==> config.mk <==
export PLATFORM = sky130hd
export DESIGN_NAME = ws2812_cmd_sched_flat
export DESIGN_NICKNAME = d
export VERILOG_FILES = /design/src/rtl/ws2812_cmd_sched_if.sv /design/src/rtl/ws2812_cmd_sched.sv /design/src/flat_wrapper.sv
export SDC_FILE = /design/constraint.sdc
export NUM_CORES = 1
export LEC_CHECK = 0
export BUFFER_PORTS_ARGS = -buffer_cell sky130_fd_sc_hd__clkbuf_2
export CORE_MARGIN = 8
export CORE_UTILIZATION = 59
export DETAILED_ROUTE_END_ITERATION = 7
export GPL_TIMING_DRIVEN = 0
export PLACE_DENSITY_LB_ADDON = 0.25
export SYNTH_ARGS = -nofsm -noshare
export SYNTH_HDL_FRONTEND = slang
export SYNTH_SLANG_ARGS = --single-unit
export TNS_END_PERCENT = 20
==> constraint.sdc <==
create_clock -name clk -period 6.5 [get_ports clk]
set_input_delay 0.975 -clock clk [delete_from_list [all_inputs] [get_ports clk]]
set_output_delay 0.975 -clock clk [all_outputs]
set_load 0.05 [all_outputs]
==> src/rtl/ws2812_cmd_sched_if.sv <==
// iomem bus bundle between the SoC master and the ws2812 command scheduler.
// The master drives the request fields; the scheduler returns ready and read data.
interface ws2812_cmd_sched_if;
    logic        iomem_valid;
    logic        iomem_ready;
    logic [3:0]  iomem_wstrb;
    logic [31:0] iomem_addr;
    logic [31:0] iomem_wdata;
    logic [31:0] iomem_rdata;

    modport master (
        output iomem_valid,
        output iomem_wstrb,
        output iomem_addr,
        output iomem_wdata,
        input  iomem_ready,
        input  iomem_rdata
    );

    modport slave (
        input  iomem_valid,
        input  iomem_wstrb,
        input  iomem_addr,
        input  iomem_wdata,
        output iomem_ready,
        output iomem_rdata
    );
endinterface

==> src/rtl/ws2812_cmd_sched.sv <==
// Buffers CPU LED-update commands in a FIFO and drains them to the ws2812 driver,
// forcing a fixed idle gap after every write pulse. CMD at +0, STATUS at +4.
module ws2812_cmd_sched #(
    parameter logic [31:0] BASE_ADDR  = 32'h0400_0000,
    parameter int unsigned NUM_LEDS   = 8,
    parameter int unsigned FIFO_DEPTH = 4,
    parameter int unsigned GAP_CYCLES = 4
) (
    input  logic                 clk,
    input  logic                 resetn,
    ws2812_cmd_sched_if.slave    bus,
    output logic [7:0]           ws_led_num,
    output logic [23:0]          ws_rgb_data,
    output logic                 ws_write,
    output logic [6:0]           fifo_level
);

    localparam int unsigned PtrW = (FIFO_DEPTH > 1) ? $clog2(FIFO_DEPTH) : 1;
    localparam int unsigned LvlW = PtrW + 1;
    localparam int unsigned CntW = $clog2(GAP_CYCLES + 1);
    localparam logic [LvlW-1:0] DepthLvl = LvlW'(FIFO_DEPTH);
    localparam logic [CntW-1:0] GapInit  = CntW'(GAP_CYCLES);

    typedef enum logic [1:0] {StIdle, StPulse, StGap} state_e;

    state_e            state_q, state_d;
    logic [CntW-1:0]   cnt_q, cnt_d;
    logic [PtrW-1:0]   wr_ptr_q, wr_ptr_d;
    logic [PtrW-1:0]   rd_ptr_q, rd_ptr_d;
    logic [LvlW-1:0]   level_q, level_d;
    logic              err_idx_q, err_idx_d;
    logic              err_strb_q, err_strb_d;
    logic              ready_q, ready_d;
    logic [31:0]       rdata_q, rdata_d;
    logic [7:0]        led_num_q, led_num_d;
    logic [23:0]       rgb_q, rgb_d;
    logic              write_q, write_d;
    logic [31:0]       mem_q [FIFO_DEPTH];

    logic        hit, sel_status, is_write, full, empty, busy, push, pop;
    logic [31:0] status_word;
    logic        unused_addr;

    assign unused_addr = ^bus.iomem_addr[1:0];

    // ready_q gates the decode so every access sees ready drop for a cycle.
    assign hit        = bus.iomem_valid && !ready_q &&
                        (bus.iomem_addr[31:3] == BASE_ADDR[31:3]);
    assign sel_status = bus.iomem_addr[2];
    assign is_write   = |bus.iomem_wstrb;
    assign full       = (level_q == DepthLvl);
    assign empty      = (level_q == '0);
    assign busy       = (state_q != StIdle);

    assign status_word = {7'd0, busy, 6'd0, err_strb_q, err_idx_q, 6'd0,
                          empty, full, 1'b0, 7'(level_q)};

    always_comb begin
        ready_d    = 1'b0;
        rdata_d    = '0;
        push       = 1'b0;
        err_idx_d  = err_idx_q;
        err_strb_d = err_strb_q;
        if (hit) begin
            if (sel_status) begin
                ready_d = 1'b1;
                if (is_write) begin
                    if (bus.iomem_wstrb[2] && bus.iomem_wdata[16]) err_idx_d  = 1'b0;
                    if (bus.iomem_wstrb[2] && bus.iomem_wdata[17]) err_strb_d = 1'b0;
                end else begin
                    rdata_d = status_word;
                end
            end else if (!is_write) begin
                ready_d = 1'b1;
            end else if (bus.iomem_wstrb != 4'hF) begin
                ready_d    = 1'b1;
                err_strb_d = 1'b1;
            end else if ({24'd0, bus.iomem_wdata[7:0]} >= NUM_LEDS) begin
                ready_d   = 1'b1;
                err_idx_d = 1'b1;
            end else if (!full) begin
                // Full uses the registered level, so a same-cycle pop never frees a slot.
                ready_d = 1'b1;
                push    = 1'b1;
            end
        end
    end

    always_comb begin
        state_d   = state_q;
        cnt_d     = cnt_q;
        pop       = 1'b0;
        write_d   = 1'b0;
        led_num_d = led_num_q;
        rgb_d     = rgb_q;
        unique case (state_q)
            StIdle: begin
                if (!empty) state_d = StPulse;
            end
            StPulse: begin
                write_d   = 1'b1;
                led_num_d = mem_q[rd_ptr_q][7:0];
                rgb_d     = mem_q[rd_ptr_q][31:8];
                pop       = 1'b1;
                cnt_d     = GapInit;
                state_d   = StGap;
            end
            StGap: begin
                cnt_d = cnt_q - CntW'(1);
                if (cnt_q == CntW'(1)) state_d = StIdle;
            end
            default: state_d = StIdle;
        endcase
    end

    always_comb begin
        wr_ptr_d = push ? wr_ptr_q + PtrW'(1) : wr_ptr_q;
        rd_ptr_d = pop  ? rd_ptr_q + PtrW'(1) : rd_ptr_q;
        unique case ({push, pop})
            2'b10:   level_d = level_q + LvlW'(1);
            2'b01:   level_d = level_q - LvlW'(1);
            default: level_d = level_q;
        endcase
    end

    always_ff @(posedge clk) begin
        if (!resetn) begin
            state_q    <= StIdle;
            cnt_q      <= '0;
            wr_ptr_q   <= '0;
            rd_ptr_q   <= '0;
            level_q    <= '0;
            err_idx_q  <= 1'b0;
            err_strb_q <= 1'b0;
            ready_q    <= 1'b0;
            rdata_q    <= '0;
            led_num_q  <= '0;
            rgb_q      <= '0;
            write_q    <= 1'b0;
        end else begin
            state_q    <= state_d;
            cnt_q      <= cnt_d;
            wr_ptr_q   <= wr_ptr_d;
            rd_ptr_q   <= rd_ptr_d;
            level_q    <= level_d;
            err_idx_q  <= err_idx_d;
            err_strb_q <= err_strb_d;
            ready_q    <= ready_d;
            rdata_q    <= rdata_d;
            led_num_q  <= led_num_d;
            rgb_q      <= rgb_d;
            write_q    <= write_d;
        end
    end

    always_ff @(posedge clk) begin
        if (resetn && push) mem_q[wr_ptr_q] <= bus.iomem_wdata;
    end

    assign bus.iomem_ready = ready_q;
    assign bus.iomem_rdata = rdata_q;
    assign ws_led_num      = led_num_q;
    assign ws_rgb_data     = rgb_q;
    assign ws_write        = write_q;
    assign fifo_level      = 7'(level_q);

endmodule

==> src/flat_wrapper.sv <==
// flat-port wrapper written by rule: the top's interface ports become plain ports
module ws2812_cmd_sched_flat 
#(
    parameter logic [31:0] BASE_ADDR  = 32'h0400_0000,
    parameter int unsigned NUM_LEDS   = 8,
    parameter int unsigned FIFO_DEPTH = 4,
    parameter int unsigned GAP_CYCLES = 4
)
  (clk, resetn, ws_led_num, ws_rgb_data, ws_write, fifo_level, bus_iomem_valid, bus_iomem_wstrb, bus_iomem_addr, bus_iomem_wdata, bus_iomem_ready, bus_iomem_rdata);
  ws2812_cmd_sched_if bus_i ();
  input  logic clk;
  input  logic resetn;
  output logic [7:0] ws_led_num;
  output logic [23:0] ws_rgb_data;
  output logic ws_write;
  output logic [6:0] fifo_level;
  input wire logic [$bits(bus_i.iomem_valid)-1:0] bus_iomem_valid;
  input wire logic [$bits(bus_i.iomem_wstrb)-1:0] bus_iomem_wstrb;
  input wire logic [$bits(bus_i.iomem_addr)-1:0] bus_iomem_addr;
  input wire logic [$bits(bus_i.iomem_wdata)-1:0] bus_iomem_wdata;
  output wire logic [$bits(bus_i.iomem_ready)-1:0] bus_iomem_ready;
  output wire logic [$bits(bus_i.iomem_rdata)-1:0] bus_iomem_rdata;
  assign bus_i.iomem_valid = bus_iomem_valid;
  assign bus_i.iomem_wstrb = bus_iomem_wstrb;
  assign bus_i.iomem_addr = bus_iomem_addr;
  assign bus_i.iomem_wdata = bus_iomem_wdata;
  assign bus_iomem_ready = bus_i.iomem_ready;
  assign bus_iomem_rdata = bus_i.iomem_rdata;
  ws2812_cmd_sched #(.BASE_ADDR(BASE_ADDR), .NUM_LEDS(NUM_LEDS), .FIFO_DEPTH(FIFO_DEPTH), .GAP_CYCLES(GAP_CYCLES)) u_core (.clk(clk), .resetn(resetn), .bus(bus_i), .ws_led_num(ws_led_num), .ws_rgb_data(ws_rgb_data), .ws_write(ws_write), .fifo_level(fifo_level));
endmodule
==> impl_metrics.tcl <==
set metrics [dict create \
    placed_cell_area_sq_mm 0.00834 \
    hp-class "register to register" \
    yosys_most_used_dff "edfxtp_1" \
    finalHoldViolations 0 \
    dieHeight_microns 127 \
    clk_pin_slew_worst_paths_ns 0.06 \
    p_sw_w 0.000744 \
    ys_ff_latch 184 \
    share_seq_of_total_power_pct 46.4 \
    gp_congestion 0.829 \
    ff2ff_path_depth 8 \
    cp_max_fo 10 \
    ctsRootBufferMaster "clkbuf_16" \
    cts_tree "yes" \
    critPathKind "input pin to register" \
    r2r_start "u_core.bus.iomem_ready" \
    setup_violations 0 \
    detail_route.wl_per_cell_microns 19.4 \
    finish.instance_area_sq_mm 0.00892 \
    drt_iter0_drc 238 \
    syn_area_per_cell_sq_um 16.3 \
    fmaxAchievable_ghz 0.320 \
    fin_skew_ns 0.00702 \
    critPathLaunchType "input pin" \
    syn_inst 447 \
    slew_headroom_pct 52.5 \
    outcome "finished, final reports clean" \
    holdWs_ns 0.452 \
    grt-ovfl-total 0 \
    post-place-ws_ns 2.90 \
    netSwitchingFraction_pct 26.3 \
    async_flop_share_pct 0 \
    synth_edf_count 128 \
    grt_pass1_vias 4448 \
    cts_buffers 17 \
    place_hpwl_microns 10900 \
    rows 40 \
    layout_commonest_cell "edfxtp_1" \
    vias 4250 \
    grt_pass1_wl_microns 23600 \
    drt-total-wl_microns 15200 \
    min_period_ns 3.13 \
    drc_errors 0 \
    max_cap_viol_count 0 \
    crit_path_start "bus_iomem_wdata[7]" \
    post-cts-setup-buffers 0 \
    first_pass_iters 5 \
    ff2ff_setup_slack_ns 3.87 \
    nFillCells 753 \
    die_x_microns 127 \
    drv_slew 0 \
    ir_drop_uv 231 \
    fp.dieArea_sq_mm 0.0162 \
    pin_count 144 \
    clock-sinks 184 \
    portBuffers 113 \
    yosysSeqAreaShare_pct 68.1 \
    cts.repair.resized 0 \
    final_cell_mix "edfxtp_1 (128), clkbuf_2 (113), dfxtp_1 (56), nor2_1 (43), mux2i_1 (36)" \
    leakage_nw 3.29 \
    synth_cell_types 43 \
    combPwrFrac_pct 18.5 \
    endpoint "u_core.mem_q[1][13]" \
    core_area_sq_mm 0.0120 \
    antenna_found_initial 0 \
    cp.arrival_ns 3.26 \
    clkPwrFrac_pct 35.2 \
    r2r-end "u_core.mem_q[1][13]" \
    fin_nets 704 \
    antennaDiodeCount 0 \
    tightest_slew_ns 0.708 \
    p_int_w 0.00209 \
    powerDensity_mw_per_mm2 317 \
    grt_start_max_net_pins 17 \
    clock_latency_ns 0.43 \
    start_util_pct 60.7 \
    htree_num_levels 4 \
    rsz0062_at_grt "false" \
    grt_usage_pct 19.2 \
    viasPerCell 5.43 \
    syn_to_final_growth_pct 22.5 \
    layout-drive-gt1-share_pct 37.8 \
    ys_warn_count 0 \
    worst_slack_ns 3.37 \
    holdBufCountCts 0 \
    syn_area_sq_mm 0.00729 \
    crit_path_end_kind "register" \
    clk_path_buf_depth 2 \
    antenna_left 0 \
    period_share_pct 48.1 \
    crit_required_ns 6.64 \
]
cell type report:
class | count | area [sq um] | share of cell area [%]
well taps | 147 | 184 | 2.06
clock buffers | 30 | 546 | 6.11
repair buffers | 129 | 753 | 8.44
clock inverters | 2 | 33.8 | 0.379
inverters | 15 | 56.3 | 0.631
multi-input cells | 230 | 2080 | 23.3
flip-flops and latches | 184 | 4960 | 55.6
plain buffers | 45 | 308 | 3.45
stage by stage:
stage / total power (W) / TNS, ns / util, % / instances
after detailed placement: 0.00186 / 0 / 69.5 / 750
final: 0.00283 / 0 / 74.3 / 782
after global routing: 0.00292 / 0 / 74.3 / 782
after floorplan: 0.00174 / 0 / - / 474
after CTS: 0.00284 / 0 / 74.3 / 782
after global placement: 0.00184 / -9.72 / 67.7 / 734
cell usage after synthesis, types with 3 or more instances:
library cell / count / area (sq um)
mux2i_1: 36 / 360
nor4_2: 5 / 62.6
ha_1: 10 / 125
buf_4: 28 / 210
nor4_1: 3 / 18.8
dfxtp_1: 56 / 1120
buf_2: 9 / 45.0
edfxtp_1: 128 / 3840
clkbuf_1: 5 / 18.8
inv_1: 14 / 52.6
nand2b_1: 6 / 37.5
buf_6: 3 / 33.8
and2_1: 4 / 25.0
nand4_1: 3 / 18.8
mux4_2: 32 / 721
nor3_1: 12 / 60.1
nor2_1: 43 / 161
xor2_1: 3 / 26.3
a21oi_1: 8 / 40.0
nand2_1: 12 / 45.0
worst min-delay path by stage:
stage | start | to | slack, ns | cells past startpoint
global placement | u_core.err_strb_q | u_core.bus.iomem_rdata[17] | 0.44 | 2
detailed placement | u_core.err_strb_q | u_core.bus.iomem_rdata[17] | 0.44 | 2
finish | u_core.err_strb_q | u_core.bus.iomem_rdata[17] | 0.45 | 2
global route | u_core.err_strb_q | u_core.bus.iomem_rdata[17] | 0.47 | 2
floorplan | u_core.err_strb_q | u_core.bus.iomem_rdata[17] | 0.42 | 2
CTS | u_core.err_strb_q | u_core.bus.iomem_rdata[17] | 0.45 | 2
power by group through the flow:
stage | sequential (W) | combinational, W | clock [W]
detailed placement | 0.00134 | 0.000523 | 0
finish | 0.00131 | 0.000523 | 0.000995
global placement | 0.00133 | 0.000510 | 0
global route | 0.00131 | 0.000560 | 0.00104
floorplan | 0.00144 | 0.000297 | 0
CTS | 0.00131 | 0.000527 | 0.00101
flip-flops by register name, indices dropped and copies added (netlist names), 2 cells and up:
signal,cells
u_core.state_q,2
u_core.mem_q,128
u_core.ws_rgb_data,24
u_core.bus.iomem_rdata,8
u_core.wr_ptr_q,2
u_core.cnt_q,3
u_core.ws_led_num,8
u_core.rd_ptr_q,2
u_core.level_q,3
cell families after synthesis:
logic type | share of synthesized area (%)
DFF | 68.1
and+or+nand+nor | 8.43
muxes | 14.8
buffers and inverters | 5.00
AOI/OAI and AO/OA | 1.06
adders and majority gates | 1.99
xor gates and xnor gates | 0.481
other | 0.0515
metal layers:
layer / GRT usage [%] / routed length [microns] / vias up
li1: - / - / 1988
met2: 33.0 / 7700 / 156
met1: 21.3 / 5910 / 2084
met5: 0 / 0 / -
met4: 7.42 / 263 / 0
met3: 7.15 / 1280 / 22
worst max-delay path: stages:
cell	delay (ns)
clkbuf_2	0.14
nor4_4	0.34
nand4b_2	0.21
or2_1	0.34
nor3_2	0.54
buf_6	0.23
buf_6	0.16
buf_6	0.15
buf_8	0.15
Power figures use the tool's default switching activity.
